**src/rtl/mult_booth_seq.sv**
```systemverilog
// mult_booth_seq
//   Sequential radix-2 Booth multiplier controller. Computes a signed 32x32
//   multiply by steering the shared execute-stage ALU through add/sub steps,
//   one Booth iteration per cycle, and returns the low 32 product bits plus
//   an overflow flag.
//
// Ports
//   clock, reset_n               clock and asynchronous active-low reset
//   ctrl_MULT                    start pulse (ignored while busy)
//   data_operandA/B              multiplicand / multiplier (two's complement)
//   data_result                  low 32 bits of the product (registered)
//   data_exception               product does not fit in 32 bits (registered)
//   data_resultRDY               one-cycle completion pulse (registered)
//   alu_operandA/B, alu_opcode   ALU drive: A accumulator, M multiplicand,
//   alu_shiftamt                 opcode 0 = add, 1 = sub, shift amount 0
//   alu_result, alu_overflow     combinational ALU return
//   alu_req, alu_gnt             ALU arbitration (MULT_BOOTH_SHARE_EN only)
//
// Configuration
//   MULT_BOOTH_SHARE_EN  adds alu_req/alu_gnt; ALU iterations stall until
//                        granted. Without it the grant is always assumed.
module mult_booth_seq (
    input  logic        clock,
    input  logic        reset_n,
    input  logic        ctrl_MULT,
    input  logic [31:0] data_operandA,
    input  logic [31:0] data_operandB,
    output logic [31:0] data_result,
    output logic        data_exception,
    output logic        data_resultRDY,
    output logic [31:0] alu_operandA,
    output logic [31:0] alu_operandB,
    output logic [4:0]  alu_opcode,
    output logic [4:0]  alu_shiftamt,
    input  logic [31:0] alu_result,
    input  logic        alu_overflow
`ifdef MULT_BOOTH_SHARE_EN
    ,
    output logic        alu_req,
    input  logic        alu_gnt
`endif
);

    typedef enum logic {IDLE = 1'b0, BUSY = 1'b1} state_t;

    localparam logic [4:0] OP_ADD = 5'b00000;
    localparam logic [4:0] OP_SUB = 5'b00001;

    state_t      state, state_nxt;
    logic [31:0] m_reg, a_reg, q_reg;
    logic        q1_reg;
    logic [5:0]  cnt;

    logic [1:0]  pair;
    logic        alu_iter, gnt, advance, last;
    logic [31:0] sum;
    logic        s32;
    logic [31:0] a_nxt, q_nxt;

    assign pair     = {q_reg[0], q1_reg};
    assign alu_iter = (pair == 2'b01) || (pair == 2'b10);

`ifdef MULT_BOOTH_SHARE_EN
    assign gnt = alu_gnt;
`else
    assign gnt = 1'b1;
`endif

    // Pass iterations (00/11) never need the ALU, so they never wait for it.
    assign advance = (state == BUSY) && (!alu_iter || gnt);
    assign last    = (cnt == 6'd31);

    // 33rd sum bit: the true sign of A +/- M is the ALU sign bit corrected
    // by its overflow flag, which keeps M = 0x80000000 exact.
    assign sum   = alu_iter ? alu_result : a_reg;
    assign s32   = alu_iter ? (alu_result[31] ^ alu_overflow) : a_reg[31];
    assign a_nxt = {s32, sum[31:1]};
    assign q_nxt = {sum[0], q_reg[31:1]};

    // State register
    always_ff @(posedge clock or negedge reset_n) begin
        if (!reset_n) state <= IDLE;
        else          state <= state_nxt;
    end

    // Next-state logic
    always_comb begin
        state_nxt = state;
        case (state)
            IDLE: if (ctrl_MULT)       state_nxt = BUSY;
            BUSY: if (advance && last) state_nxt = IDLE;
            default:                   state_nxt = IDLE;
        endcase
    end

    // Output logic: ALU drive (zero while idle)
    always_comb begin
        alu_operandA = '0;
        alu_operandB = '0;
        alu_opcode   = OP_ADD;
        alu_shiftamt = '0;
`ifdef MULT_BOOTH_SHARE_EN
        alu_req      = 1'b0;
`endif
        if (state == BUSY) begin
            alu_operandA = a_reg;
            alu_operandB = m_reg;
            alu_opcode   = (pair == 2'b10) ? OP_SUB : OP_ADD;
`ifdef MULT_BOOTH_SHARE_EN
            alu_req      = alu_iter;
`endif
        end
    end

    // Booth datapath and result registers
    always_ff @(posedge clock or negedge reset_n) begin
        if (!reset_n) begin
            m_reg          <= '0;
            a_reg          <= '0;
            q_reg          <= '0;
            q1_reg         <= 1'b0;
            cnt            <= '0;
            data_result    <= '0;
            data_exception <= 1'b0;
            data_resultRDY <= 1'b0;
        end else begin
            data_resultRDY <= 1'b0;
            if (state == IDLE && ctrl_MULT) begin
                m_reg  <= data_operandA;
                q_reg  <= data_operandB;
                a_reg  <= '0;
                q1_reg <= 1'b0;
                cnt    <= '0;
            end else if (advance) begin
                a_reg  <= a_nxt;
                q_reg  <= q_nxt;
                q1_reg <= q_reg[0];
                cnt    <= cnt + 6'd1;
                if (last) begin
                    data_result    <= q_nxt;
                    // Fits in 32 bits only if the high word is pure sign.
                    data_exception <= (a_nxt != {32{q_nxt[31]}});
                    data_resultRDY <= 1'b1;
                end
            end
        end
    end

endmodule

```
**config.mk**
```make
export PLATFORM = sky130hd
export DESIGN_NAME = mult_booth_seq
export DESIGN_NICKNAME = d
export VERILOG_FILES = /design/src/rtl/mult_booth_seq.sv
export SDC_FILE = /design/constraint.sdc
export NUM_CORES = 1
export LEC_CHECK = 0
export BUFFER_PORTS_ARGS = -buffer_cell sky130_fd_sc_hd__buf_2
export CAP_MARGIN = 20
export CORE_ASPECT_RATIO = 0.7
export CORE_MARGIN = 2
export CORE_UTILIZATION = 43
export DETAILED_ROUTE_END_ITERATION = 16
export GPL_ROUTABILITY_DRIVEN = 1
export HOLD_SLACK_MARGIN = 0.08
export PLACE_DENSITY = 0.69
export SLEW_MARGIN = 0
export SYNTH_ARGS = -nofsm -noshare
export SYNTH_HDL_FRONTEND = slang
export SYNTH_SLANG_ARGS = --single-unit
```
**constraint.sdc**
```tcl
create_clock -name clock -period 2.3 [get_ports clock]
set_input_delay 0.115 -clock clock [delete_from_list [all_inputs] [get_ports clock]]
set_output_delay 0.115 -clock clock [all_outputs]
set_load 0.05 [all_outputs]
```
==> flow_summary_export.csv <==
group,metric,value,unit
setup_path,rr_worst_depth,6,
hold_path,whs_endpoint,"a_reg[26]$_DFFE_PN0P_",
setup_path,reg2reg_from,"q_reg[0]$_DFFE_PN0P_",
grt,grt_util_all_layers,0.221,
timing,max_freq,0.462,GHz
drt,wirelength_met1,8.55,mm
drt,wl,18.1,mm
yosys,synthMostInstantiatedCell,"nand2_1",
placed_design,place.gp.congestion,0.862,
floorplan,die_x,155,um
drt,met3_length,1.16,mm
yosys,ys_ff_latch,138,
clock_network,cts_tree,"yes",
drt,drt_iter0_drc,374,
clock_network,path_clk_slew,0.07,ns
cells_and_area,nFillCells,1299,
yosys,synth-edff-count,0,
drt,wl_per_cell,15.4,um
clock_network,numCtsBuffers,17,
flow_run,maxCapViolCount,0,
timing,finalSetupViolations,0,
setup_path,reg2reg_slack,0.14,ns
yosys,syn_avg_cell_area,9.80,um2
placed_design,hpwl,11.8,mm
yosys,ys_async_sr_fraction,1.00,
cells_and_area,diodes,0,
power,finalPower,0.0150,W
timing,fin_worst_skew,0.0130,ns
yosys,synth_top_cell_area_share,0.505,
setup_path,cp_data_arrival_time,2.48,ns
timing,worst_pin_slew,0.525,ns
grt,grt_pass1_vias,5854,
clock_network,ctsLongestPathBuffers,2,
power,power_density,1580,nW/um2
floorplan,core_area,15500,um2
clock_network,post_cts_buffers,0,
drt,maxUsedRoutingLayer,"met4",
timing,fin_crit_sh,0.941,
timing,period_minus_slack,2.16,ns
power,power.leakage,4.74,nW
hold_path,min_path_cells,4,
placed_design,preCtsSetupSlack,0.232,ns
setup_path,crit_path_start,"q_reg[0]$_DFFE_PN0P_",
drt,ant_nets,0,
setup_path,crit_required,2.62,ns
placed_design,numPortBuffers,198,
yosys,ys_types,37,
timing,slew_headroom,0.650,
cells_and_area,drive_above_1_share,0.257,
yosys,synth.area.top_cells,"dfrtp_1 (50%), mux2_1 (9.7%), nand2_1 (9.1%)",
timing,rsz0062_at_grt,"no",
grt,grt_pass1_wl,30.0,mm
clock_network,ctsResizeCount,0,
hold_path,hold_start,"alu_result[27]",
clock_network,cts_root_buf,"clkbuf_16",
drt,dr.pass1.iters,4,
cells_and_area,syn2layout_area_growth,38.8,%
yosys,yosys_warnings,0,
floorplan,num_rows,38,
power,vdd_ir_drop_max,0.000982,V
timing,drv_slew,0,
floorplan,dieArea,16900,um2
floorplan,start_util,0.440,
setup_path,worst_setup_path_start_kind,"flip-flop",
yosys,synthTopCellsByCount,"nand2_1 (165), dfrtp_1 (138), and2_1 (65), o21ai_1 (65), mux2_1 (59)",
cells_and_area,final_nets,1069,
drt,remaining_drc_errors,0,
outcome,status,"finished clean",
floorplan,io_pins,208,
setup_path,crit_path_max_fanout,15,
clock_network,clock-sinks,138,
timing,timing.final.hold_violations,0,
cells_and_area,finalNonFillerCells,1180,
setup_path,regToRegEndpoint,"data_exception$_DFFE_PN0P_",
placed_design,dp_cells,1065,
drt,avgViaCountPerCell,5.02,
clock_network,clock_latency,0.41,ns
grt,overflow,0,
setup_path,slowest_stage,"ha_2",
setup_path,crit_chain,"ha_2 > buf_4 > mux2_2 > a311oi_1 > a221oi_1 > a31oi_1",
yosys,synth_largest_area_cell,"dfrtp_1",
timing,fin_ws,0.136,ns
yosys,synth_cells,698,
hold_path,hp-class,"in2reg",
setup_path,endpoint_kind,"flip-flop",
grt,grt_max_degree,132,
yosys,synth_ff_type,"dfrtp_1",
clock_network,htreeDepth,4,
yosys,ys_seq_area_frac,0.505,
drt,wl_met2,8.25,mm
floorplan,die_y,110,um
setup_path,cp_slowest_stage_delay,0.51,ns
timing,finalSetupTns,0,ns
drt,vias,5927,
yosys,netlist_area,6840,um2
setup_path,crit_type,"reg2reg",
grt,antenna_found_initial,0,
## timing repair
action                                  4_1_cts  5_1_grt
endpoints found under the setup margin        0        0
hold buffers                                 83        0
hold endpoints to repair                    137        0
## kinds of logic after synthesis
group,Yosys count,share of synthesized area
adder cells (fa/ha/maj),2,0.00366
flip-flops,138,0.505
AO/OA/AOI/OAI,82,0.0649
XOR/XNOR,3,0.00384
multiplexers,96,0.152
buffers and inverters,56,0.0404
AND/OR/NAND/NOR,320,0.230
other,1,0.000548
## placed cells by master, fill, tap and decap left out, types with 8 or more instances in the layout
cell	netlist	layout
buf_2	17	197
nand2_1	165	165
dfrtp_1	138	137
dlygate4sd3_1	0	83
and2_1	65	65
o21ai_1	65	65
mux2_1	59	59
mux2i_1	34	34
nand2b_1	32	32
nand4_1	18	18
clkbuf_16	0	17
nor3_1	9	9
nor4_1	9	9
conb_1	1	9
buf_4	12	9
nor2_1	9	8
## critical path, delay by kind of cell, from the launching register on
kind	cells	cell delay, ns
adders and majority gates	1	0.51
muxes	1	0.39
buffers and inverters	1	0.24
AOI/OAI and AO/OA	3	0.54
DFF	1	0.40
## layout make-up
type,count,area (um2),share of cell area
multi-input cells,512,3150,0.332
clock inverters,13,179,0.0188
inverters,3,11.3,0.00119
repair buffers,295,2000,0.210
well taps,200,250,0.0264
clock buffers,19,453,0.0477
flip-flops and latches,138,3460,0.364
## power breakdown
| group | internal (W) | total (W) | switching (W) |
|---|---|---|---|
| clock | 0.00180 | 0.00293 | 0.00113 |
| combinational | 0.00239 | 0.00749 | 0.00509 |
| sequential | 0.00361 | 0.00459 | 0.000977 |
| total | 0.00781 | 0.0150 | 0.00720 |
## per-stage QoR
stage	util	area [um2]	hold slack (ns)
finish	0.611	9500	0.100
global route	0.611	9500	0.0982
CTS	0.611	9500	0.0801
detailed placement	0.517	8030	0.121
global placement	0.517	8030	0.123
floorplan	-	6870	-0.181
## worst max path at each step
stage	to	depth (start not counted)
after floorplan	data_exception$_DFFE_PN0P_	7
after global placement	data_exception$_DFFE_PN0P_	5
after detailed placement	data_exception$_DFFE_PN0P_	6
after CTS	data_exception$_DFFE_PN0P_	6
after global routing	data_exception$_DFFE_PN0P_	6
final	data_exception$_DFFE_PN0P_	6
## metal layers
layer,global-route usage,vias up
li1,-,2898
met1,0.308,2825
met2,0.356,188
met3,0.0505,16
met4,0.0503,0
met5,0,-
Note: power is estimated with default switching activity, not from simulation.
